==> config.mk <==
export PLATFORM = sky130hd
export DESIGN_NAME = ex_stage_pipe
export DESIGN_NICKNAME = d
export VERILOG_FILES = /design/src/rtl/ex_pkg.sv /design/src/rtl/ex_div_iter.sv /design/src/rtl/ex_stage_pipe.sv
export SDC_FILE = /design/constraint.sdc
export NUM_CORES = 2
export LEC_CHECK = 0
export ABC_AREA = 1
export CORE_ASPECT_RATIO = 1.5
export CORE_UTILIZATION = 40
export CTS_CLUSTER_DIAMETER = 150
export DETAILED_ROUTE_END_ITERATION = 10
export SETUP_SLACK_MARGIN = 0.1
export SYNTH_ARGS = -nofsm -noshare
export SYNTH_HDL_FRONTEND = slang
export SYNTH_SLANG_ARGS = --single-unit
==> constraint.sdc <==
create_clock -name clk -period 2.4 [get_ports clk]
set_input_delay 0.48 -clock clk [delete_from_list [all_inputs] [get_ports clk]]
set_output_delay 0.48 -clock clk [all_outputs]
set_load 0.05 [all_outputs]
==> src/rtl/ex_pkg.sv <==
// ex_pkg: shared encodings for the execute stage.
//   ALU_*       5-bit operation codes presented on alu_op_i
//   MEM_*       4-bit memory operation codes driven on ram_op_o
//   div_state_e state encoding of the iterative divider
package ex_pkg;

    localparam logic [4:0] ALU_NOP  = 5'd0;
    localparam logic [4:0] ALU_ADD  = 5'd1;
    localparam logic [4:0] ALU_SUB  = 5'd2;
    localparam logic [4:0] ALU_AND  = 5'd3;
    localparam logic [4:0] ALU_OR   = 5'd4;
    localparam logic [4:0] ALU_XOR  = 5'd5;
    localparam logic [4:0] ALU_NOR  = 5'd6;
    localparam logic [4:0] ALU_SLL  = 5'd7;
    localparam logic [4:0] ALU_SRL  = 5'd8;
    localparam logic [4:0] ALU_SRA  = 5'd9;
    localparam logic [4:0] ALU_SLT  = 5'd10;
    localparam logic [4:0] ALU_MOV  = 5'd11;
    localparam logic [4:0] ALU_BAJ  = 5'd12;
    localparam logic [4:0] ALU_MULT = 5'd13;
    localparam logic [4:0] ALU_DIV  = 5'd14;
    localparam logic [4:0] ALU_LB   = 5'd15;
    localparam logic [4:0] ALU_LBU  = 5'd16;
    localparam logic [4:0] ALU_LH   = 5'd17;
    localparam logic [4:0] ALU_LHU  = 5'd18;
    localparam logic [4:0] ALU_LW   = 5'd19;
    localparam logic [4:0] ALU_SB   = 5'd20;
    localparam logic [4:0] ALU_SH   = 5'd21;
    localparam logic [4:0] ALU_SW   = 5'd22;

    localparam logic [3:0] MEM_NOP  = 4'd0;
    localparam logic [3:0] MEM_LB   = 4'd1;
    localparam logic [3:0] MEM_LBU  = 4'd2;
    localparam logic [3:0] MEM_LH   = 4'd3;
    localparam logic [3:0] MEM_LHU  = 4'd4;
    localparam logic [3:0] MEM_LW   = 4'd5;
    localparam logic [3:0] MEM_SB   = 4'd6;
    localparam logic [3:0] MEM_SH   = 4'd7;
    localparam logic [3:0] MEM_SW   = 4'd8;

    typedef enum logic [1:0] {
        DIV_IDLE = 2'd0,
        DIV_BUSY = 2'd1,
        DIV_DONE = 2'd2
    } div_state_e;

endpackage

==> src/rtl/ex_div_iter.sv <==
// ex_div_iter: iterative restoring divider, one quotient bit per clock.
//   clk, rst_n    clock, asynchronous active-low reset
//   i_start       begin a divide (sampled in IDLE)
//   i_signed      treat operands as two's complement
//   i_abort       return to IDLE immediately (wins over start)
//   i_ack         result consumed; leave DONE
//   i_dividend    dividend
//   i_divisor     divisor
//   o_busy        iteration in progress
//   o_done        result valid
//   o_quotient    sign-corrected quotient
//   o_remainder   sign-corrected remainder (sign of dividend)
// Divisor zero skips iteration: quotient all-ones, remainder = dividend.
module ex_div_iter
    import ex_pkg::*;
#(
    parameter int unsigned DATA_W = 32
) (
    input  logic              clk,
    input  logic              rst_n,
    input  logic              i_start,
    input  logic              i_signed,
    input  logic              i_abort,
    input  logic              i_ack,
    input  logic [DATA_W-1:0] i_dividend,
    input  logic [DATA_W-1:0] i_divisor,
    output logic              o_busy,
    output logic              o_done,
    output logic [DATA_W-1:0] o_quotient,
    output logic [DATA_W-1:0] o_remainder
);

    localparam int unsigned CNT_W = $clog2(DATA_W);

    div_state_e        r_state;
    div_state_e        w_state_nxt;
    logic [CNT_W-1:0]  r_cnt;
    logic [DATA_W-1:0] r_q;
    logic [DATA_W-1:0] r_rem;
    logic [DATA_W-1:0] r_dvs;
    logic              r_neg_q;
    logic              r_neg_r;

    logic              w_a_neg;
    logic              w_b_neg;
    logic [DATA_W-1:0] w_a_mag;
    logic [DATA_W-1:0] w_b_mag;
    logic              w_div_zero;
    logic              w_accept;
    logic [DATA_W:0]   w_shift;
    logic [DATA_W:0]   w_trial;

    always_comb begin
        w_a_neg    = i_signed & i_dividend[DATA_W-1];
        w_b_neg    = i_signed & i_divisor[DATA_W-1];
        w_a_mag    = w_a_neg ? (~i_dividend + 1'b1) : i_dividend;
        w_b_mag    = w_b_neg ? (~i_divisor + 1'b1) : i_divisor;
        w_div_zero = (i_divisor == '0);
        w_accept   = (r_state == DIV_IDLE) & i_start & ~i_abort;
        // Partial remainder shifted left with the next dividend bit; a set
        // MSB after subtraction means the trial borrowed (restore).
        w_shift    = {r_rem, r_q[DATA_W-1]};
        w_trial    = w_shift - {1'b0, r_dvs};
    end

    always_ff @(posedge clk or negedge rst_n) begin
        if (!rst_n) r_state <= DIV_IDLE;
        else        r_state <= w_state_nxt;
    end

    always_comb begin
        w_state_nxt = r_state;
        case (r_state)
            DIV_IDLE: if (w_accept) w_state_nxt = w_div_zero ? DIV_DONE : DIV_BUSY;
            DIV_BUSY: if (r_cnt == '0) w_state_nxt = DIV_DONE;
            DIV_DONE: if (i_ack) w_state_nxt = DIV_IDLE;
            default:  w_state_nxt = DIV_IDLE;
        endcase
        if (i_abort) w_state_nxt = DIV_IDLE;
    end

    always_ff @(posedge clk or negedge rst_n) begin
        if (!rst_n) begin
            r_cnt   <= '0;
            r_q     <= '0;
            r_rem   <= '0;
            r_dvs   <= '0;
            r_neg_q <= 1'b0;
            r_neg_r <= 1'b0;
        end else if (w_accept) begin
            r_cnt <= CNT_W'(DATA_W - 1);
            r_dvs <= w_b_mag;
            if (w_div_zero) begin
                r_q     <= '1;
                r_rem   <= i_dividend;
                r_neg_q <= 1'b0;
                r_neg_r <= 1'b0;
            end else begin
                r_q     <= w_a_mag;
                r_rem   <= '0;
                r_neg_q <= w_a_neg ^ w_b_neg;
                r_neg_r <= w_a_neg;
            end
        end else if (r_state == DIV_BUSY) begin
            r_cnt <= r_cnt - CNT_W'(1);
            if (!w_trial[DATA_W]) begin
                r_rem <= w_trial[DATA_W-1:0];
                r_q   <= {r_q[DATA_W-2:0], 1'b1};
            end else begin
                r_rem <= w_shift[DATA_W-1:0];
                r_q   <= {r_q[DATA_W-2:0], 1'b0};
            end
        end
    end

    assign o_busy      = (r_state == DIV_BUSY);
    assign o_done      = (r_state == DIV_DONE);
    assign o_quotient  = r_neg_q ? (~r_q + 1'b1) : r_q;
    assign o_remainder = r_neg_r ? (~r_rem + 1'b1) : r_rem;

endmodule

==> src/rtl/ex_stage_pipe.sv <==
// ex_stage_pipe: execute stage registered into the EX/MEM boundary.
//   clk, rst_n       clock, asynchronous active-low reset
//   valid_i          live instruction in ID/EX
//   flush_i          kill the instruction in EX and abort any divide
//   mem_stall_i      hold the EX/MEM register (divider keeps running)
//   alu_op_i         operation (ex_pkg ALU_*)
//   oprand1_i/2_i    operands; base address / store data / shift amount
//   imm_i            load/store offset, sign-extended
//   signed_i         signed SLT/MULT/DIV (and ADD/SUB overflow trap)
//   write_*_i        destination register / GPR write / HI-LO write
//   pc_i             instruction PC
//   *_o              registered EX/MEM outputs; ram_op_o per ex_pkg MEM_*
//   pause_request_o  combinational stall request while a divide runs
// Build option: define EX_OVERFLOW_TRAP_EN to add ovf_exc_o and suppress
// the GPR write of signed ADD/SUB that overflow.
module ex_stage_pipe
    import ex_pkg::*;
#(
    parameter int unsigned DATA_W = 32,
    parameter int unsigned ADDR_W = 5,
    parameter int unsigned IMM_W  = 16
) (
    input  logic              clk,
    input  logic              rst_n,
    input  logic              valid_i,
    input  logic              flush_i,
    input  logic              mem_stall_i,
    input  logic [4:0]        alu_op_i,
    input  logic [DATA_W-1:0] oprand1_i,
    input  logic [DATA_W-1:0] oprand2_i,
    input  logic [IMM_W-1:0]  imm_i,
    input  logic              signed_i,
    input  logic [ADDR_W-1:0] write_addr_i,
    input  logic              write_enable_i,
    input  logic [1:0]        write_hilo_i,
    input  logic [DATA_W-1:0] pc_i,
    output logic              valid_o,
    output logic [ADDR_W-1:0] write_addr_o,
    output logic              write_enable_o,
    output logic [1:0]        write_hilo_o,
    output logic [DATA_W-1:0] hi_data_o,
    output logic [DATA_W-1:0] lo_data_o,
    output logic [DATA_W-1:0] store_data_o,
    output logic [3:0]        ram_op_o,
    output logic [DATA_W-1:0] pc_o,
    output logic              pause_request_o
`ifdef EX_OVERFLOW_TRAP_EN
    ,
    output logic              ovf_exc_o
`endif
);

    localparam int unsigned SH_W = $clog2(DATA_W);

    logic [ADDR_W-1:0] r_waddr;
    logic              r_valid;
    logic              r_we;
    logic [1:0]        r_hilo;
    logic [DATA_W-1:0] r_hi;
    logic [DATA_W-1:0] r_lo;
    logic [DATA_W-1:0] r_store;
    logic [3:0]        r_ram_op;
    logic [DATA_W-1:0] r_pc;

    logic [DATA_W-1:0]   w_hi;
    logic [DATA_W-1:0]   w_lo;
    logic [DATA_W-1:0]   w_store;
    logic [3:0]          w_ram_op;
    logic [DATA_W-1:0]   w_sum;
    logic [DATA_W-1:0]   w_diff;
    logic [DATA_W-1:0]   w_addr;
    logic [DATA_W-1:0]   w_imm_ext;
    logic [SH_W-1:0]     w_sh;
    logic                w_lt;
    logic [2*DATA_W-1:0] w_mul_a;
    logic [2*DATA_W-1:0] w_mul_b;
    logic [2*DATA_W-1:0] w_prod;
    logic                w_we_kill;
    logic                w_adv;

    logic              w_div_start;
    logic              w_div_busy;
    logic              w_div_done;
    logic [DATA_W-1:0] w_div_quo;
    logic [DATA_W-1:0] w_div_rem;

    // Start only from IDLE; a held DIV in DONE must not relaunch.
    assign w_div_start = valid_i & (alu_op_i == ALU_DIV) & ~flush_i
                       & ~w_div_busy & ~w_div_done;
    assign pause_request_o = rst_n & (w_div_start | w_div_busy);
    assign w_adv = ~mem_stall_i & ~pause_request_o;

    ex_div_iter #(
        .DATA_W (DATA_W)
    ) u_div (
        .clk         (clk),
        .rst_n       (rst_n),
        .i_start     (w_div_start),
        .i_signed    (signed_i),
        .i_abort     (flush_i),
        .i_ack       (~mem_stall_i),
        .i_dividend  (oprand1_i),
        .i_divisor   (oprand2_i),
        .o_busy      (w_div_busy),
        .o_done      (w_div_done),
        .o_quotient  (w_div_quo),
        .o_remainder (w_div_rem)
    );

    always_comb begin
        w_imm_ext = {{(DATA_W-IMM_W){imm_i[IMM_W-1]}}, imm_i};
        w_sum     = oprand1_i + oprand2_i;
        w_diff    = oprand1_i - oprand2_i;
        w_addr    = oprand1_i + w_imm_ext;
        w_sh      = oprand2_i[SH_W-1:0];
        w_lt      = signed_i ? ($signed(oprand1_i) < $signed(oprand2_i))
                             : (oprand1_i < oprand2_i);
        // Operands widened (sign- or zero-) to the product width so one
        // unsigned multiply yields the correct low 2*DATA_W bits either way.
        w_mul_a   = signed_i ? {{DATA_W{oprand1_i[DATA_W-1]}}, oprand1_i}
                             : {{DATA_W{1'b0}}, oprand1_i};
        w_mul_b   = signed_i ? {{DATA_W{oprand2_i[DATA_W-1]}}, oprand2_i}
                             : {{DATA_W{1'b0}}, oprand2_i};
        w_prod    = w_mul_a * w_mul_b;
    end

    always_comb begin
        w_hi     = '0;
        w_lo     = '0;
        w_store  = '0;
        w_ram_op = MEM_NOP;
        case (alu_op_i)
            ALU_ADD:  w_lo = w_sum;
            ALU_SUB:  w_lo = w_diff;
            ALU_AND:  w_lo = oprand1_i & oprand2_i;
            ALU_OR:   w_lo = oprand1_i | oprand2_i;
            ALU_XOR:  w_lo = oprand1_i ^ oprand2_i;
            ALU_NOR:  w_lo = ~(oprand1_i | oprand2_i);
            ALU_SLL:  w_lo = oprand1_i << w_sh;
            ALU_SRL:  w_lo = oprand1_i >> w_sh;
            ALU_SRA:  w_lo = $signed(oprand1_i) >>> w_sh;
            ALU_SLT:  w_lo = {{(DATA_W-1){1'b0}}, w_lt};
            ALU_MOV: begin
                if (write_hilo_i == 2'b10) w_hi = oprand1_i;
                else                       w_lo = oprand1_i;
            end
            ALU_BAJ:  w_lo = oprand2_i;
            ALU_MULT: begin
                w_hi = w_prod[2*DATA_W-1:DATA_W];
                w_lo = w_prod[DATA_W-1:0];
            end
            ALU_DIV: begin
                w_hi = w_div_rem;
                w_lo = w_div_quo;
            end
            ALU_LB:  begin w_lo = w_addr; w_ram_op = MEM_LB;  end
            ALU_LBU: begin w_lo = w_addr; w_ram_op = MEM_LBU; end
            ALU_LH:  begin w_lo = w_addr; w_ram_op = MEM_LH;  end
            ALU_LHU: begin w_lo = w_addr; w_ram_op = MEM_LHU; end
            ALU_LW:  begin w_lo = w_addr; w_ram_op = MEM_LW;  end
            ALU_SB:  begin w_lo = w_addr; w_store = oprand2_i; w_ram_op = MEM_SB; end
            ALU_SH:  begin w_lo = w_addr; w_store = oprand2_i; w_ram_op = MEM_SH; end
            ALU_SW:  begin w_lo = w_addr; w_store = oprand2_i; w_ram_op = MEM_SW; end
            default: ;
        endcase
    end

`ifdef EX_OVERFLOW_TRAP_EN
    logic w_ovf;
    logic r_ovf;

    always_comb begin
        w_ovf = 1'b0;
        case (alu_op_i)
            ALU_ADD: w_ovf = signed_i & (oprand1_i[DATA_W-1] == oprand2_i[DATA_W-1])
                                      & (w_sum[DATA_W-1] != oprand1_i[DATA_W-1]);
            ALU_SUB: w_ovf = signed_i & (oprand1_i[DATA_W-1] != oprand2_i[DATA_W-1])
                                      & (w_diff[DATA_W-1] != oprand1_i[DATA_W-1]);
            default: w_ovf = 1'b0;
        endcase
    end

    assign w_we_kill = w_ovf;

    always_ff @(posedge clk or negedge rst_n) begin
        if (!rst_n)       r_ovf <= 1'b0;
        else if (flush_i) r_ovf <= 1'b0;
        else if (w_adv)   r_ovf <= valid_i & w_ovf;
    end

    assign ovf_exc_o = r_ovf;
`else
    assign w_we_kill = 1'b0;
`endif

    always_ff @(posedge clk or negedge rst_n) begin
        if (!rst_n) begin
            r_valid  <= 1'b0;
            r_waddr  <= '0;
            r_we     <= 1'b0;
            r_hilo   <= '0;
            r_hi     <= '0;
            r_lo     <= '0;
            r_store  <= '0;
            r_ram_op <= MEM_NOP;
            r_pc     <= '0;
        end else if (flush_i) begin
            r_valid  <= 1'b0;
            r_we     <= 1'b0;
            r_hilo   <= '0;
            r_ram_op <= MEM_NOP;
        end else if (w_adv) begin
            r_valid  <= valid_i;
            r_waddr  <= write_addr_i;
            r_we     <= valid_i & write_enable_i & ~w_we_kill;
            r_hilo   <= valid_i ? write_hilo_i : 2'b00;
            r_hi     <= w_hi;
            r_lo     <= w_lo;
            r_store  <= w_store;
            r_ram_op <= valid_i ? w_ram_op : MEM_NOP;
            r_pc     <= pc_i;
        end
    end

    assign valid_o        = r_valid;
    assign write_addr_o   = r_waddr;
    assign write_enable_o = r_we;
    assign write_hilo_o   = r_hilo;
    assign hi_data_o      = r_hi;
    assign lo_data_o      = r_lo;
    assign store_data_o   = r_store;
    assign ram_op_o       = r_ram_op;
    assign pc_o           = r_pc;

endmodule
* After elaboration in Yosys (flattened, before gate mapping)
Index checks and enable logic that the tools add are counted.
** Storage, ports and cells
- Output and inout bits :: 142
- Input bits :: 131
- Flip-flop bits (word level) :: 246
- Logic and storage cells :: 135
** Cells by class
- Bitwise operators :: 26
- Multiplexer cells :: 41
- Equal/unequal tests :: 28
- Shift-type cells :: 3
- $mul :: 1
- Order comparisons :: 2
- $add $sub $neg :: 9
- Reductions and logical operators :: 9
** Operators with widths (count)
- 32-bit case mux with 15 select lines :: 1
- 32-bit 2-to-1 mux :: 14
- 32-bit NOT :: 5
- 32-bit by 1-bit adder with 32-bit output (second input constant) :: 4
- 64-bit 2-to-1 mux :: 2
- 32-bit case mux with 3 select lines :: 1
- 32-bit adder :: 2
- 32-bit less-than comparator :: 2
- 64-bit by 64-bit multiplier with 64-bit output :: 1
- 5-bit by 4-bit == test with 1-bit output (second input constant) :: 8
- 5-bit == test (second input constant) :: 7
- 33-bit by 32-bit subtractor with 33-bit output :: 1
- 32-bit bitwise AND :: 1
- 32-bit logical NOT :: 1
- 32-bit bitwise OR :: 1
- 4-bit case mux with 8 select lines :: 1
- 32-bit by 5-bit << shifter with 32-bit output :: 1
- 32-bit by 5-bit right shift with 32-bit output :: 1
- 32-bit by 5-bit >>> shifter with 32-bit output :: 1
- 32-bit subtractor :: 1
- 32-bit bitwise XOR :: 1
- 5-bit by 3-bit == test with 1-bit output (second input constant) :: 4
- 2-bit 2-to-1 mux :: 8
- 4-bit 2-to-1 mux :: 3
- 21 further kinds :: 47

* Logic depth before layout (Yosys ltp)
- Depth in word-level cells :: 11
- Mapped depth :: 45

* By module
From an unflattened synthesis, not the netlist that was laid out.
** Second synthesis, totals
- Cells, all modules :: 10773
- Area, all modules :: 77292.9 um^2
** By module, submodules not included
- ex_stage_pipe :: area each 66162.2 um^2, seq. area each 3528.4 um^2, times used 1, cells an instance 8907
- ex_div_iter :: area each 11130.7 um^2, seq. area each 2627.5 um^2, times used 1, cells an instance 1866

* Least setup slack after synthesis
Ideal clock, no wire load.
- Kind :: input -> register
- Start :: in oprand1_i[31]
- End :: reg r_hi[23] (netlist: hi_data_o[23])
- Stages on the path :: 37
- Data arrival time :: 9.257 ns
- Setup time :: 0.118 ns
- Buffers on the path :: 4
- Setup slack :: -6.975 ns
- Path through :: buf_2 -> nand2_1 -> clkbuf_1 -> clkbuf_1 -> clkbuf_1 -> nor2_1 -> fa_1 -> inv_1 -> fa_1 -> inv_1 -> fa_1 -> inv_1 -> fa_1 -> inv_1 -> fa_1 -> fa_1 -> fa_1 -> fa_1 -> fa_1 -> inv_1 -> fa_1 -> inv_1 -> ha_1 -> nand2_1 -> nor2_1 -> inv_1 -> nor2_1 -> inv_1 -> nor2_1 -> nor3b_1 -> nand2_1 -> nand3_1 -> a21oi_1 -> o21ai_0 -> nand2_1 -> nand2_1 -> nand2_1
** Between the ends
- Longest elaborated chain between the ends :: 3
** Ends and longest elaborated chain
- start: declaration :: line ex_stage_pipe.sv:29 : input logic [DATA_W-1:0] oprand1_i,
- 64-bit 2-to-1 mux :: line ex_stage_pipe.sv:120 : w_mul_a = signed_i ? {{DATA_W{oprand1_i[DATA_W-1]}}, oprand1_i}
- 64-bit by 64-bit multiplier with 64-bit output :: line ex_stage_pipe.sv:124 : w_prod = w_mul_a * w_mul_b;
- 32-bit case mux with 3 select lines :: line ex_stage_pipe.sv:132 : case (alu_op_i)
- end signal: assignment :: line ex_stage_pipe.sv:217 : r_hi <= w_hi;
- end: declaration :: line ex_stage_pipe.sv:59 : logic [DATA_W-1:0] r_hi;
No other way between the ends.
A chain may end at the register's enable or synchronous reset.

* Worst setup path after layout
- Start :: in oprand1_i[31]
- End :: reg r_hi[12] (netlist: hi_data_o[12])
The elaborated chain is that of the path after synthesis.

==> reports/qor.txt <==
Top delay family on crit path - adder cells
Data arrival time at the worst-slack endpoint - 8.66 ns
Violations in the final reports - setup timing
Worst relative slew slack - 14.13%
Maximum number of pins on one net before global-route repair - 139
CP Data Required Time - 3.00 ns
Core region area - 190300 sq um
Buffer depth of the longest clock path - 3
DP Worst Slack - -7.137 ns
Core Rows - 196
CTS Sinks - 246
Critical Path End Type - register
GRT Overall Usage - 48.42%
Category of the worst setup path launch point - primary input
Fmax - 124.1 MHz
Root Driver - sky130_fd_sc_hd__clkbuf_16
I/O pin count - 273
Number of synthesized flops with an enable pin - 0
Number of buffers created by CTS - 26
Maximum fanout encountered on the critical timing path - 4
Number of antenna violations at the first check in global routing - 41
Total congestion overflow after global routing - 0
Post-synthesis net count - 12620
Worst reg-to-reg setup slack - -0.92 ns
Sequential share of the synthesized area - 8.015%
Final period util - 335.8%
Number of buffers and inverters on the critical path - 15
Initial detailed-routing violation count - 7415
Number of buffers inserted by port buffering - 272
Summed negative setup slack over all endpoints - -344.82 ns
Post-DR vias/cell - 5.476
Worst Max-Slew Pin Slew - 1.288 ns
Slowest CP cell - sky130_fd_sc_hd__fa_1
Area growth syn-to-layout - 45.93%
Avg Cell Area, Syn - 7.248 sq um
Synth warnings - 0
Time the worst path needs with I/O delays and setup - 8.059 ns
DRT Pass-1 Iters - 8
Core Util, Final - 58.89%
Number of non-filler instances in the completed layout - 15580
Number of endpoints failing setup at the final stage - 219
Nets@finish - 15080
Number of pins with negative max-slew slack in the final report - 0
Half-perimeter wire length of the detailed placement result - 391900 microns
Initial core utilization - 40.36%
Status - finished with violations
Fraction of layout cells with a size suffix above 1 - 30.77%
Die span in y - 538.7 microns
Cell area after synthesis - 76800 sq um
Top cell by count, worst path - sky130_fd_sc_hd__fa_1
Die boundary width - 359.8 microns
Number of distinct library cell variants in the gate-level netlist after synthesis - 66
Clock Skews - 0.02521 ns
Per-cell routed wire length - 30.42 microns
Total Die Area - 193800 sq um
Fin worst setup slack - -5.659 ns
Wire length of the first global-routing pass - 653900 microns
Fin. Hold Viols - 0
Number of register bits inferred by synthesis - 246
Primary FF master, synth - sky130_fd_sc_hd__dfrtp_1
Setup repair after global routing missed its margin - yes
Max-cap check violation count - 0
Vias in the first global route - 90020
TritonCTS clock tree - done
Placed Instances - 15210
Clk pin slew, worst setup/hold paths - 0.07 ns
Clock H-tree levels - 1
Async set-or-reset flop fraction in the synthesized netlist - 100.0%
Routed via count - 85290
Largest incremental delay on the critical path - 0.58 ns
Crit path kind - primary input to register
Gate Count Post-Synth - 10600
RD Place Congestion - 1.140
DRT Wirelength - 473800 microns
Clock latency on the worst-skew pair - 0.67 ns
Count of nets left with antenna violations after detail routing - 0
Class of the most critical hold timing path - primary input to register
Residual DRC count - 0
registers in the layout (all words and copies together), names as in the netlist, 2 cells and up:
signal / flops
u_div.r_q: 32
u_div.r_cnt: 5
write_addr_o: 5
u_div.r_dvs: 32
hi_data_o: 32
u_div.r_state: 2
store_data_o: 32
u_div.r_rem: 32
ram_op_o: 4
lo_data_o: 32
write_hilo_o: 2
pc_o: 32
path summary, 6_finish.rpt:
kind	endpoint	depth (start not counted)	startpoint
hold reg to reg	lo_data_o[27]	2	lo_data_o[27]
min in group asynchronous	u_div.r_rem[8]	3	rst_n
max in group asynchronous	store_data_o[23]	4	rst_n
setup / recovery	hi_data_o[12]	39	oprand1_i[31]
hold / removal	ram_op_o[1]	2	alu_op_i[3]
setup reg to reg	hi_data_o[29]	16	u_div.r_rem[0]
kinds of logic after synthesis:
group           synth area share, %
simple gates                  21.12
mux                          0.1303
xor+xnor                      1.106
flops                         8.015
fa+ha+maj                     44.79
buf+inv                       15.76
compound gates                9.077
final cells by class:
cell class                      count  area, sq um
Tap cell                         2475         3097
Fill cell                       17360        78230
Clock buffer                       32        683.2
Timing Repair Buffer             2880        26780
Clock inverter                     16        252.7
Inverter                         2708        10260
Antenna cell                       26        65.06
Multi-Input combinational cell   7194        64780
Sequential cell                   246         6156
synth_stat cells (32+ instances only):
cell type | number | share of area (%)
sky130_fd_sc_hd__buf_1 | 152 | 0.74
sky130_fd_sc_hd__o22ai_1 | 32 | 0.26
sky130_fd_sc_hd__dfrtp_1 | 246 | 8.0
sky130_fd_sc_hd__nor2_1 | 627 | 3.1
sky130_fd_sc_hd__nor3_1 | 72 | 0.47
sky130_fd_sc_hd__buf_2 | 109 | 0.71
sky130_fd_sc_hd__ha_1 | 474 | 7.7
sky130_fd_sc_hd__xor2_1 | 72 | 0.82
sky130_fd_sc_hd__o211ai_1 | 42 | 0.41
sky130_fd_sc_hd__o21ai_0 | 502 | 3.3
sky130_fd_sc_hd__fa_1 | 1422 | 37
sky130_fd_sc_hd__a21oi_1 | 395 | 2.6
sky130_fd_sc_hd__inv_1 | 2680 | 13
sky130_fd_sc_hd__nand4_1 | 70 | 0.57
sky130_fd_sc_hd__nand3_1 | 461 | 3.0
sky130_fd_sc_hd__clkbuf_1 | 164 | 0.80
sky130_fd_sc_hd__nand2_1 | 2626 | 13
layout by cell type (no fill, tap or decap), types with 96 or more instances in the layout:
master                            Yosys  final
sky130_fd_sc_hd__clkdlybuf4s50_1      0    189
sky130_fd_sc_hd__nand2_2              6    134
sky130_fd_sc_hd__fa_2                 0    115
sky130_fd_sc_hd__dfrtp_1            246    246
sky130_fd_sc_hd__buf_4               17   2176
sky130_fd_sc_hd__nor2_4               1    119
sky130_fd_sc_hd__a21oi_1            395    260
sky130_fd_sc_hd__ha_4                 0    114
sky130_fd_sc_hd__o21ai_0            502    389
sky130_fd_sc_hd__nand2_1           2626   2403
sky130_fd_sc_hd__buf_12               0    240
sky130_fd_sc_hd__buf_6                7    184
sky130_fd_sc_hd__inv_1             2680   2481
sky130_fd_sc_hd__inv_2               17    189
sky130_fd_sc_hd__nor2_1             627    458
sky130_fd_sc_hd__nand3_1            461    380
sky130_fd_sc_hd__a21oi_2              2     96
sky130_fd_sc_hd__ha_1               474    347
sky130_fd_sc_hd__fa_1              1422   1307
layer usage:
layer / vias to the layer above / part of all wire, % / track usage (%)
met4: 14 / 14 / 52.35
met3: 1932 / 8.5 / 11.03
met2: 4727 / 45 / 77.93
met5: - / 0.021 / 0
li1: 36500 / - / -
met1: 42120 / 33 / 50.04
metrics by stage:
step / area (sq um) / hold WS (ns)
after global placement: 102100 / 0.4523
after detailed placement: 102100 / 0.4589
after floorplan: 79410 / 0.1844
after global routing: 112000 / 0.2991
after CTS: 110000 / 0.3548
final: 112100 / 0.2717
timing repair:
action                                  4_1_cts  5_1_grt
hold endpoints to repair                     19        0
endpoints found under the setup margin      320      364
buffers inserted                            223       61
hold buffers                                  1        0
pin swaps                                   500      394
gates cloned                                 20        1
resized for setup                          1178      426
Power is left out: the tool's default activity adds up to more than one toggle a clock period on the data nets, which glitch-free logic cannot reach.
